`src/rtl/spi_slave.sv`:
```
// SPI mode-0 slave, one-entry tx buffer; abort pulse output only with SPI_SLAVE_FRAME_ERR_EN.
// Latency: rx_data updates ~3 clk after the last sclk rise (2-flop sync + edge detect), rx_valid one clk later.
// Backpressure: tx_ready low while the tx buffer is full; an empty buffer at word start sends DEFAULT_TX.
module spi_slave #(
    parameter int                DATA_W     = 8,
    parameter logic [DATA_W-1:0] DEFAULT_TX = {DATA_W{1'b1}}
) (
    input  logic              clk,
    input  logic              rst_n,
    input  logic              sclk,
    input  logic              cs,
    input  logic              mosi,
    output logic              miso,
    input  logic [DATA_W-1:0] tx_data,
    input  logic              tx_valid,
    output logic              tx_ready,
    output logic [DATA_W-1:0] rx_data,
    output logic              rx_valid,
    output logic              busy
`ifdef SPI_SLAVE_FRAME_ERR_EN
    ,
    output logic              frame_err
`endif
);

    localparam int                CNT_W    = $clog2(DATA_W) + 1;
    localparam logic [CNT_W-1:0]  CNT_FULL = CNT_W'(DATA_W);
    localparam logic [CNT_W-1:0]  CNT_LAST = CNT_W'(DATA_W - 1);

    typedef enum logic [1:0] {IDLE, LOAD, SHIFT} state_t;

    state_t             state_q, state_d;
    logic               cs_s1, cs_s2, cs_d;
    logic               sclk_s1, sclk_s2, sclk_d;
    logic               mosi_s1, mosi_s2;
    logic [1:0]         settle;
    logic               armed;
    logic               cs_fall, cs_rise, sclk_rise, sclk_fall;
    logic [DATA_W-1:0]  tx_sr;
    logic [DATA_W-2:0]  rx_sr;
    logic [DATA_W-1:0]  rx_next;
    logic [CNT_W-1:0]   bit_cnt;
    logic [DATA_W-1:0]  tx_buf;
    logic               tx_full;

    always_ff @(posedge clk or negedge rst_n) begin
        if (!rst_n) begin
            cs_s1   <= 1'b1;
            cs_s2   <= 1'b1;
            cs_d    <= 1'b1;
            sclk_s1 <= 1'b0;
            sclk_s2 <= 1'b0;
            sclk_d  <= 1'b0;
            mosi_s1 <= 1'b0;
            mosi_s2 <= 1'b0;
        end else begin
            cs_s1   <= cs;
            cs_s2   <= cs_s1;
            cs_d    <= cs_s2;
            sclk_s1 <= sclk;
            sclk_s2 <= sclk_s1;
            sclk_d  <= sclk_s2;
            mosi_s1 <= mosi;
            mosi_s2 <= mosi_s1;
        end
    end

    // The synchronizer resets to cs=1, so a cs already low at reset release would look
    // like a fall; only accept falls after a genuinely sampled high has been seen.
    always_ff @(posedge clk or negedge rst_n) begin
        if (!rst_n) begin
            settle <= 2'd0;
            armed  <= 1'b0;
        end else begin
            if (settle != 2'd2)
                settle <= settle + 2'd1;
            if (settle == 2'd2 && cs_s2)
                armed <= 1'b1;
        end
    end

    assign cs_fall   = armed & cs_d & ~cs_s2;
    assign cs_rise   = ~cs_d & cs_s2;
    assign sclk_rise = sclk_s2 & ~sclk_d;
    assign sclk_fall = ~sclk_s2 & sclk_d;

    always_ff @(posedge clk or negedge rst_n) begin
        if (!rst_n)
            state_q <= IDLE;
        else
            state_q <= state_d;
    end

    always_comb begin
        state_d = state_q;
        case (state_q)
            IDLE:    if (cs_fall) state_d = LOAD;
            LOAD:    state_d = SHIFT;
            SHIFT:   if (bit_cnt == CNT_FULL) state_d = LOAD;
            default: state_d = IDLE;
        endcase
        if (cs_rise)
            state_d = IDLE;
    end

    assign rx_next = {rx_sr, mosi_s2};

    always_ff @(posedge clk or negedge rst_n) begin
        if (!rst_n) begin
            tx_sr    <= '0;
            rx_sr    <= '0;
            bit_cnt  <= '0;
            rx_data  <= '0;
            rx_valid <= 1'b0;
        end else begin
            rx_valid <= 1'b0;
            case (state_q)
                IDLE: bit_cnt <= '0;
                LOAD: begin
                    tx_sr   <= tx_full ? tx_buf : DEFAULT_TX;
                    bit_cnt <= '0;
                end
                SHIFT: begin
                    if (sclk_rise && bit_cnt != CNT_FULL) begin
                        rx_sr   <= rx_next[DATA_W-2:0];
                        bit_cnt <= bit_cnt + CNT_W'(1);
                        if (bit_cnt == CNT_LAST)
                            rx_data <= rx_next;
                    end else if (sclk_fall && bit_cnt != '0 && bit_cnt != CNT_FULL) begin
                        // the fall after the last rise belongs to the next word's LOAD
                        tx_sr <= {tx_sr[DATA_W-2:0], 1'b0};
                    end
                    if (bit_cnt == CNT_FULL)
                        rx_valid <= 1'b1;
                end
                default: ;
            endcase
        end
    end

    // LOAD drains the buffer; a word offered in that same cycle refills it at once.
    always_ff @(posedge clk or negedge rst_n) begin
        if (!rst_n) begin
            tx_buf  <= '0;
            tx_full <= 1'b0;
        end else if (state_q == LOAD && tx_full) begin
            if (tx_valid)
                tx_buf <= tx_data;
            else
                tx_full <= 1'b0;
        end else if (tx_valid && !tx_full) begin
            tx_buf  <= tx_data;
            tx_full <= 1'b1;
        end
    end

`ifdef SPI_SLAVE_FRAME_ERR_EN
    always_ff @(posedge clk or negedge rst_n) begin
        if (!rst_n)
            frame_err <= 1'b0;
        else
            frame_err <= cs_rise && (state_q == SHIFT) && (bit_cnt != '0) && (bit_cnt != CNT_FULL);
    end
`endif

    assign miso     = (state_q != IDLE) & tx_sr[DATA_W-1];
    assign tx_ready = ~tx_full;
    assign busy     = (state_q != IDLE);

endmodule

```
`config.mk`:
```
export PLATFORM = sky130hd
export DESIGN_NAME = spi_slave
export DESIGN_NICKNAME = d
export VERILOG_FILES = /design/src/rtl/spi_slave.sv
export SDC_FILE = /design/constraint.sdc
export NUM_CORES = 1
export LEC_CHECK = 0
export ABC_AREA = 0
export CAP_MARGIN = 20
export CORE_AREA = 2 2 71 73
export CTS_CLUSTER_DIAMETER = 120
export CTS_CLUSTER_SIZE = 16
export DETAILED_ROUTE_END_ITERATION = 7
export DIE_AREA = 0 0 73 75
export GPL_TIMING_DRIVEN = 0
export HOLD_SLACK_MARGIN = 0.12
export MAX_ROUTING_LAYER = met4
export PLACE_DENSITY = 0.67
export SLEW_MARGIN = 40
export SYNTH_ARGS = -nofsm -noshare
export SYNTH_HDL_FRONTEND = slang
export SYNTH_SLANG_ARGS = --single-unit
```
`constraint.sdc`:
```
create_clock -name clk -period 4.4 [get_ports clk]
set_input_delay 0.88 -clock clk [delete_from_list [all_inputs] [get_ports clk]]
set_output_delay 0.88 -clock clk [all_outputs]
set_load 0.01 [all_outputs]
```
After elaboration in Yosys (flattened, before gate mapping)
Index checks and enable logic that the tools add are counted.

Flip-flop bits (word level): 50. Input bits: 14. Output and inout bits: 12. Word-level logic and storage cells: 84.

Add/sub/neg operators: 2. Eq/ne operators: 14. Multiplexer cells: 18. Bitwise logic cells: 11. Reduce and logical (&&, ||, !) cells: 21.

Operators with widths (number): 2-to-1 mux 8 bit (6); case mux 8 bit (2 select lines) (1); != test 2 bit, second input constant (6); AND reduction 2 bit (5); case mux 4 bit (2 select lines) (1); nonzero test 2 bit (4); AND 1 bit (6); logical AND 1 bit (6); 2-to-1 mux 2 bit (3); != test 3 bit, second input constant (2); case mux 2 bit (3 select lines) (1); AND reduction 3 bit (2); 2-to-1 mux 1 bit (5); NOT 1 bit (5); adder 4 x 1 -> 4 bit, second input constant (1); == test 2 bit, second input constant (2); == test 4 x 3 -> 1 bit, second input constant (1); == test 4 bit, second input constant (1); 2-to-1 mux 4 bit (1); != test 4 bit, second input constant (1); nonzero test 4 bit (1); adder 2 x 1 -> 2 bit, second input constant (1); == test 2 x 1 -> 1 bit, second input constant (1); zero test 2 bit (1); other kinds (2) (2).

Longest topological paths before layout
Gate-level depths: netlist of run 1.

Word-level depth: 7. Gate-level depth with buffers: 6. Gate-level depth less buffers: 5.

Worst setup path before layout of run 1
OpenSTA, ideal clock, no wires.

Kind: register -> output. Start point: register state_q[1]. End point: output miso. Arrival: 952 ps. Data required time: 3520 ps. Path slack: 2568 ps. Cell stages (with the launch flop): 3. Buffers on the path: 0. Cells stage by stage: dfrtp_1 or2_2 and2_1.

Word-level cells in the longest chain between the ends: 2.

Ends and longest elaborated chain: from (decl) (line 32) `state_t state_q, state_d;`; from (signal assigned) (line 91) `state_q <= state_d;`; nonzero test 2 bit; net busy (line 19) `output logic busy`; AND 1 bit (line 166) `assign miso = (state_q != IDLE) & tx_sr[DATA_W-1];`; to (decl) (line 13) `output logic miso,`.

The timed path passes the listed nets, and every way through them passes these cells.

Worst setup path in the final report of run 1
Start point: register state_q[1]. End point: output miso.

Word-level cells in the longest chain between the ends: 2.

Ends and longest elaborated chain (line): nonzero test 2 bit (166); AND 1 bit (166).

Every way passes these cells.

==> results.md, run 1 <==
* Inserted Clock Buffers at 5
* Starting Density at 0.456
* First-pass GRT wire length at 5660 um
* Fillers at 366
* CTS tree: done
* Worst-Skew Late Latency at 300 ps
* Status: complete, no violations
* Seq cells post-synth at 50
* Die X at 73 um
* Max-cap violations at 0
* Hold Buf Count CTS at 0
* Startpoint Class: flop
* Synthesized area at 2130 sq um
* CP max stage cell: dfrtp_1
* Post-DP Area at 2460 sq um
* Gr usage total at 0.144
* Vias per cell at 5.12
* Die Footprint at 5480 sq um
* Post-route insts no fill at 236
* Tmin final at 2680 ps
* Largest area contributor in the synthesized netlist: dfrtp_1
* Setup CP Type: flop to output port
* CP Cell Sequence: or2_2 -> and2_1 -> clkdlybuf4s50_1
* Setup bufs post-CTS at 0
* Register area share after synthesis at 0.590
* Worst Skew at 13.0 ps
* Period utilization at 0.608
* Number of port buffers at 25
* Via count at 1208
* Largest net degree at the start of global routing at 32
* Syn Area/Cell at 14.4 sq um
* Final setup viols at 0
* Grt ovf at 0
* P_int at 866 uW
* Fin. Hold Viols at 0
* Switching share of power at 0.258
* Power Density at 453 nW/um^2
* Critical Path Max Stage Delay at 500 ps
* CTS Buffer Depth at 2
* Max Slew Vio Count at 0
* Crit path DAT at 1800 ps
* Core area at 4660 sq um
* DP Cell Count at 228
* Antenna violations before repair at 0
* Syn Nets at 165
* Comb pwr share at 0.202
* Placed wire-length estimate at 2460 um
* Setup TNS at 0 ps
* H-tree levels at 2
* Antenna Cells at 0
* Layout cell share with drive strength beyond 1 at 0.286
* Clock share of power at 0.278
* Drt wl/cell at 14.6 um
* Distinct cells, synth at 33
* Leak pwr at 1.19 nW
* P_sw at 300 uW
* Tightest Hold Check Type: flop to flop
* 1st-pass router iterations at 4
* Layout overhead on the synthesized area at 21.1%
* Worst-path clk slew at 100 ps
* Critical path required time at 3520 ps
* Number of global-route vias before repair at 1199
* Peak Freq at 374 MHz
* Resized Gates After CTS at 0
* Slew Limit Headroom at 0.537
* Yosys warns at 0
* Die height at 75 um
* Worst Setup End Kind: output port
* Final nets at 198
* Synth area leaders: dfrtp_1, mux2_2, mux2_4
* Register share of total power at 0.520
* Root Driver: clkbuf_8
* Worst-margin pin slew at 692 ps
* RSZ-0062 raised after global routing: false
* Crit-path max FO at 8
* Clock Sinks at 50
* DRC viols at 0
* Synth top area share at 0.553
* Post-route cell area at 2570 sq um
* Number of DRC markers in iteration 0 at 71
* Final ANT Viol Nets at 0
* Row count at 25
* Peak VDD IR at 0.253 mV
* Gpl congestion at 0.753
* Total wire length at 3450 um
* Post-synthesis cell count at 148
* Top-Level Pins at 26
layer usage:
metal / up-vias / share of wire / global-route usage
met1: 607 / 0.44 / 0.184
met5: - / 0 / -
met3: 5 / 0.031 / 0.0361
li1: 573 / - / -
met2: 23 / 0.51 / 0.222
met4: 0 / 0.015 / 0.0556
state kept, by name, indices dropped and copies added, names as in the netlist, 2 cells and up:
signal,cells
bit_cnt,4
state_q,2
tx_sr,8
tx_buf,8
settle,2
rx_data,8
rx_sr,7
layout make-up:
cell class                      count  area (sq um)  share of cell area
Inverter                           10          37.5              0.0146
Timing Repair Buffer               26           268               0.104
Sequential cell                    50          1250               0.487
Buffer                              4          25.0             0.00972
Clock buffer                        5          68.8              0.0267
Tap cell                           54          67.6              0.0262
Multi-Input combinational cell     84           810               0.314
Clock inverter                      3          43.8              0.0170
cells by family after synthesis:
| kind of cell | synth area share |
|---|---|
| buffers and inverters | 0.0294 |
| adders and majority gates | 0.0176 |
| muxes | 0.220 |
| xor gates and xnor gates | 0.00412 |
| and+or+nand+nor | 0.0900 |
| AOI/OAI and AO/OA | 0.0488 |
| DFF | 0.590 |
worst max-delay path: cells and delay by family, from the launching register on:
| kind | cells | cell delay, ps |
|---|---|---|
| flops | 1 | 500 |
| buf+inv | 1 | 480 |
| simple gates | 2 | 520 |
synth_stat cells:
library cell  count
dfrtp_1          47
mux2_2           22
inv_1            10
mux2i_1          10
mux2_4            8
nand2b_1          7
nor2b_1           5
o21ai_0           4
dfstp_2           3
ha_1              3
nand2_1           3
a21o_1            2
and2_1            2
buf_2             2
or4_1             2
a21boi_0          1
a21boi_2          1
a31oi_1           1
and3b_1           1
and4bb_2          1
buf_6             1
clkbuf_1          1
nand2b_4          1
nand3_1           1
nand3b_1          1
nor2_1            1
o221ai_1          1
o31ai_1           1
o41ai_4           1
or2_2             1
or3_1             1
or4b_4            1
xnor2_1           1
cell usage in the layout (no fill, tap or decap), types with 2 or more instances in the layout:
cell type,instances
inv_1,10
dfstp_2,3
o21ai_0,4
nand2_1,3
or4_1,2
mux2_2,22
buf_2,2
clkdlybuf4s50_1,24
nor2b_1,5
ha_1,3
nand2b_1,7
and2_1,2
mux2i_1,10
dfrtp_1,47
a21o_1,2
mux2_4,8
clkbuf_8,5
per-stage QoR:
step                 util  hold slack, ps  total power, mW  worst slack (ps)
CTS                 0.552             362             1.18              1720
global placement    0.525             335            0.834              1030
finish              0.552             355             1.17              1720
global route        0.552             366             1.23              1670
detailed placement  0.528             342            0.854              2040
floorplan               -             331            0.773              2570
final timing paths:
check	start	slack, ps	to	cells past startpoint
min reg2reg	mosi_s1$_DFF_PN0_	350	mosi_s2$_DFF_PN0_	0
min in group asynchronous	rst_n	450	tx_buf[2]$_DFFE_PN0P_	1
max in group asynchronous	rst_n	3520	rx_sr[5]$_DFFE_PN0P_	2
max reg2reg	bit_cnt[0]$_DFFE_PN0P_	2470	tx_sr[7]$_DFFE_PN0P_	5
max	state_q[1]$_DFFE_PN0P_	1720	miso	3
min	mosi_s1$_DFF_PN0_	350	mosi_s2$_DFF_PN0_	0
power by group through the flow:
stage / registers (mW) / clock network (mW) / logic [mW]
5_1_grt: 0.619 / 0.351 / 0.259
2_1_floorplan: 0.599 / 0 / 0.174
4_1_cts: 0.607 / 0.334 / 0.239
3_3_place_gp: 0.611 / 0 / 0.223
3_5_place_dp: 0.617 / 0 / 0.237
6_report: 0.606 / 0.324 / 0.235
No activity file was read; power rests on OpenSTA's default activity.
==> run 2: changes to the inputs <==
==> constraint.sdc (replaced) <==
create_clock -name clk -period 2.6 [get_ports clk]
set_input_delay 0.52 -clock clk [delete_from_list [all_inputs] [get_ports clk]]
set_output_delay 0.52 -clock clk [all_outputs]
set_load 0.01 [all_outputs]
==> results.md, run 2 (same netlist as run 1, synthesis figures left out) <==
* Antenna violations before repair at 0 (unchanged)
* Fillers at 365 (-0.27%)
* Final ANT Viol Nets at 0 (unchanged)
* Die Footprint at 5480 sq um (unchanged)
* Worst-path clk slew at 100 ps (about the same)
* Max Slew Vio Count at 0 (unchanged)
* Commonest non-fill, non-tap cell in the layout: dfrtp_1
* Crit-path max FO at 8 (unchanged)
* Number of port buffers at 25 (unchanged)
* Worst Setup End Kind: output port
* Worst-margin pin slew at 691 ps (-0.516 ps)
* Slew Limit Headroom at 0.538 (about the same)
* Total wire length at 3450 um (about the same)
* Post-DP Area at 2460 sq um (unchanged)
* Multi-input combinational cell area at 810 sq um (unchanged)
* Vias per cell at 5.11 (about the same)
* H-tree levels at 2 (unchanged)
* Root Driver: clkbuf_8
* Crit path DAT at 1800 ps (about the same)
* Placed wire-length estimate at 2460 um (unchanged)
* Worst Skew at 13.0 ps (+0.0189 ps)
* DRC viols at 0 (unchanged)
* Gr usage total at 0.144 (+0.000296)
* Number of global-route vias before repair at 1202 (+0.25%)
* CTS tree: done
* Layout overhead on the synthesized area at 21.5%
* Final setup viols at 0 (unchanged)
* Post-route cell area at 2580 sq um (+0.39%)
* Clock Sinks at 50 (unchanged)
* Starting Density at 0.456 (unchanged)
* Sequential Area at 1250 sq um (unchanged)
* Gpl congestion at 0.753 (unchanged)
* Worst-Skew Late Latency at 300 ps (about the same)
* Via count at 1212 (+0.33%)
* Period utilization at 0.891
* Peak VDD IR at 0.429 mV (+69%)
* Grt ovf at 0 (unchanged)
* Status: complete, no violations
* Number of DRC markers in iteration 0 at 70 (-1.4%)
* R2R setup slack at 670 ps (-1800 ps)
* Inserted Clock Buffers at 5 (unchanged)
* Critical path required time at 2080 ps (-1440 ps)
* Max-cap violations at 0 (unchanged)
* Antenna Cells at 0 (unchanged)
* Core area at 4660 sq um (unchanged)
* Biggest regs: rx_data x8, tx_buf x8, tx_sr x8
* Setup CP Type: flop to output port
* Die height at 75 um (unchanged)
* Drt wl/cell at 14.5 um (-0.36%)
* Top-Level Pins at 26 (unchanged)
* WHS at 355 ps (+0.0910 ps)
* CTS Buffer Depth at 2 (unchanged)
* Row count at 25 (unchanged)
* Final nets at 199 (+0.51%)
* Layout cell share with drive strength beyond 1 at 0.284 (-0.00156)
* RSZ-0062 raised after global routing: false
* Resized Gates After CTS at 0 (unchanged)
* Largest net degree at the start of global routing at 32 (unchanged)
* Peak Freq at 432 MHz
* Power Density at 764 nW/um^2 (+69%)
* Startpoint Class: flop
* Leak pwr at 1.20 nW (+0.35%)
* First-pass GRT wire length at 5680 um (+0.25%)
* Die X at 73 um (unchanged)
* Fin. Hold Viols at 0 (unchanged)
* Tightest Hold Check Type: flop to flop
* Tmin final at 2320 ps
* Power Total at 1.97 mW (+69%)
* 1st-pass router iterations at 4 (unchanged)
* Commonest non-fill, non-tap cells in the layout: dfrtp_1, clkdlybuf4s50_1, mux2_2
## run 2: cell count changes in the layout (fill, tap and decap cells not counted)
cell,previous run,this run
dlygate4sd3_1,0,1
## run 2: repair_timing
item                      CTS  global route
buffers inserted            0             0
hold buffers                1             0
hold endpoints to repair   16             0
## run 2: worst max-delay path, cell delays in order (launching register included)
cell and delay (ps):
dfrtp_1 500, or2_2 340, and2_1 180, clkdlybuf4s50_1 480
## run 2: stage by stage
stage          setup WS [ps]   util  instances  setup TNS [ps]
3_3_place_gp            -410  0.525        227          -19190
6_report                 284  0.555        237               0
3_5_place_dp             602  0.528        228               0
5_1_grt                  234  0.555        237               0
2_1_floorplan            876      -        148               0
4_1_cts                  279  0.555        237               0
## run 2: final timing paths
check | start | endpoint | cells after the start
max | state_q[1]$_DFFE_PN0P_ | miso | 3
min | mosi_s1$_DFF_PN0_ | mosi_s2$_DFF_PN0_ | 0
max reg2reg | bit_cnt[0]$_DFFE_PN0P_ | tx_sr[7]$_DFFE_PN0P_ | 5
min reg2reg | mosi_s1$_DFF_PN0_ | mosi_s2$_DFF_PN0_ | 0
max in group asynchronous | rst_n | rx_sr[5]$_DFFE_PN0P_ | 3
min in group asynchronous | rst_n | tx_buf[2]$_DFFE_PN0P_ | 2
## run 2: final cells by class
| type | count | share of cell area |
|---|---|---|
| multi-input combinational | 84 | 0.313 |
| timing repair buffer | 27 | 0.107 |
| tap | 54 | 0.0261 |
| clock buffer | 5 | 0.0266 |
| sequential | 50 | 0.485 |
| buffer | 4 | 0.00968 |
| inverter | 10 | 0.0145 |
| clock inverter | 3 | 0.0169 |
## run 2: power breakdown
| group | switching [mW] | internal, mW |
|---|---|---|
| clock network | 0.260 | 0.288 |
| logic | 0.161 | 0.238 |
| registers | 0.0869 | 0.939 |
## run 2: layer usage
layer	vias to the layer above	GRT usage	share of wire
li1	575	-	-
met1	609	0.184	0.44
met2	23	0.222	0.51
met3	5	0.0375	0.034
met4	0	0.0556	0.015
met5	-	-	0
==> run 3: changes to the inputs <==
--- a/config.mk
+++ b/config.mk
@@ -16,6 +16,7 @@
 export HOLD_SLACK_MARGIN = 0.12
 export MAX_ROUTING_LAYER = met4
 export PLACE_DENSITY = 0.67
+export SKIP_CTS_REPAIR_TIMING = 1
 export SLEW_MARGIN = 40
 export SYNTH_ARGS = -nofsm -noshare
 export SYNTH_HDL_FRONTEND = slang
==> results.md, run 3 (same netlist as run 1, synthesis figures left out) <==
* Final setup viols at 0 (unchanged)
* WHS at 355 ps (unchanged)
* Commonest non-fill, non-tap cells in the layout: dfrtp_1, clkdlybuf4s50_1, mux2_2
* Final ANT Viol Nets at 0 (unchanged)
* Hold depth at 0 (unchanged)
* Tightest Hold Check Type: flop to flop
* Crit path DAT at 1800 ps (about the same)
* P_sw at 508 uW (about the same)
* Worst-path clk slew at 100 ps (about the same)
* Grt ovf at 0 (unchanged)
* Status: complete, no violations
* Vias per cell at 5.11 (unchanged)
* Total wire length at 3450 um (unchanged)
* Switching share of power at 0.257 (about the same)
* Biggest regs: rx_data x8, tx_buf x8, tx_sr x8
* Hold path startpoint: mosi_s1$_DFF_PN0_
* Die Footprint at 5480 sq um (unchanged)
* Hold endpoint: mosi_s2$_DFF_PN0_
* Clock share of power at 0.278 (about the same)
* Fin. Hold Viols at 0 (unchanged)
* Worst r2r dst: tx_sr[7]$_DFFE_PN0P_
* Power Density at 764 nW/um^2 (about the same)
* P_int at 1.47 mW (unchanged)
* Max Slew Vio Count at 0 (unchanged)
* Leak pwr at 1.20 nW (unchanged)
* Gpl congestion at 0.753 (unchanged)
* CTS Buffer Depth at 2 (unchanged)
* Max-cap violations at 0 (unchanged)
* Placed wire-length estimate at 2460 um (unchanged)
* Startpoint Class: flop
* Reg2reg start: bit_cnt[0]$_DFFE_PN0P_
* Antenna violations before repair at 0 (unchanged)
* Number of port buffers at 25 (unchanged)
* Gr usage total at 0.144 (-0.000296)
* Commonest non-fill, non-tap cell in the layout: dfrtp_1
* Inserted Clock Buffers at 5 (unchanged)
* Power Total at 1.97 mW (about the same)
* Layout overhead on the synthesized area at 21.5% (unchanged)
* Via count at 1212 (unchanged)
* Comb pwr share at 0.202 (about the same)
* Number of DRC markers in iteration 0 at 69 (-1.4%)
* Core area at 4660 sq um (unchanged)
* Number of global-route vias before repair at 1199 (-0.25%)
* Layout cell share with drive strength beyond 1 at 0.284 (unchanged)
* First-pass GRT wire length at 5660 um (-0.25%)
* Final nets at 199 (unchanged)
* Worst-Skew Late Latency at 300 ps (about the same)
* Worst-margin pin slew at 691 ps (unchanged)
* DRC viols at 0 (unchanged)
* RSZ-0062 raised after global routing: false
* Die X at 73 um (unchanged)
* R2R setup slack at 670 ps (about the same)
* Starting Density at 0.456 (unchanged)
* Clock Sinks at 50 (unchanged)
* Period utilization at 0.891 (unchanged)
* H-tree levels at 2 (unchanged)
* Top-Level Pins at 26 (unchanged)
* DP Cell Count at 228 (unchanged)
* Register share of total power at 0.520 (about the same)
* Drt wl/cell at 14.5 um (unchanged)
* Tmin final at 2320 ps (unchanged)
* Largest net degree at the start of global routing at 32 (unchanged)
* Worst Setup End Kind: output port
* CTS tree: done
* Root Driver: clkbuf_8
* Peak VDD IR at 0.429 mV (unchanged)
* 1st-pass router iterations at 4 (unchanged)
* Worst Skew at 13.0 ps (unchanged)
* Post-route insts no fill at 237 (unchanged)
* Setup CP Type: flop to output port
* Row count at 25 (unchanged)
* Peak Freq at 432 MHz (unchanged)
* Critical path required time at 2080 ps (about the same)
* Die height at 75 um (unchanged)
* Antenna Cells at 0 (unchanged)
* Slew Limit Headroom at 0.538 (unchanged)
* Crit-path max FO at 8 (unchanged)
* R2R depth at 5 (unchanged)
-- run 3: worst max-delay path by stage --
stage | from | to | cells past startpoint
floorplan | bit_cnt[0]$_DFFE_PN0P_ | rx_sr[0]$_DFFE_PN0P_ | 6
global placement | rst_n | tx_buf[5]$_DFFE_PN0P_ | 1
detailed placement | tx_valid | tx_buf[7]$_DFFE_PN0P_ | 3
CTS | state_q[1]$_DFFE_PN0P_ | miso | 3
global route | state_q[1]$_DFFE_PN0P_ | miso | 3
finish | state_q[1]$_DFFE_PN0P_ | miso | 3
-- run 3: through the flow --
step                area, sq um   util  worst slack, ps  setup TNS [ps]
global route               2580  0.555              234               0
finish                     2580  0.555              284               0
global placement           2440  0.525             -410          -19190
floorplan                  2130      -              876               0
detailed placement         2460  0.528              602               0
CTS                        2570  0.552              279               0
-- run 3: layout make-up --
cell class / instances / area, sq um
fill: 367 / 2080
sequential: 50 / 1250
multi-input combinational: 84 / 810
timing repair buffer: 27 / 278
clock buffer: 5 / 68.8
tap: 54 / 67.6
clock inverter: 3 / 43.8
inverter: 10 / 37.5
buffer: 4 / 25.0
-- run 3: routing by layer --
layer  global-route usage  wire length, um  vias to the layer above
li1                     -                -                      575
met1                0.184             1510                      609
met2                0.222             1770                       23
met3               0.0361              117                        5
met4               0.0556               52                        0
met5                    -                0                        -
-- run 3: critical path, stage by stage, from the launching register on --
cell and delay, ps:
dfrtp_1 500, or2_2 340, and2_1 180, clkdlybuf4s50_1 480
-- run 3: power groups by stage --
stage | combinational, mW | clock, mW | sequential (mW)
after floorplan | 0.295 | 0 | 1.01
after global placement | 0.377 | 0 | 1.03
after detailed placement | 0.401 | 0 | 1.04
after CTS | 0.405 | 0.566 | 1.03
after global routing | 0.440 | 0.594 | 1.05
final | 0.399 | 0.549 | 1.03
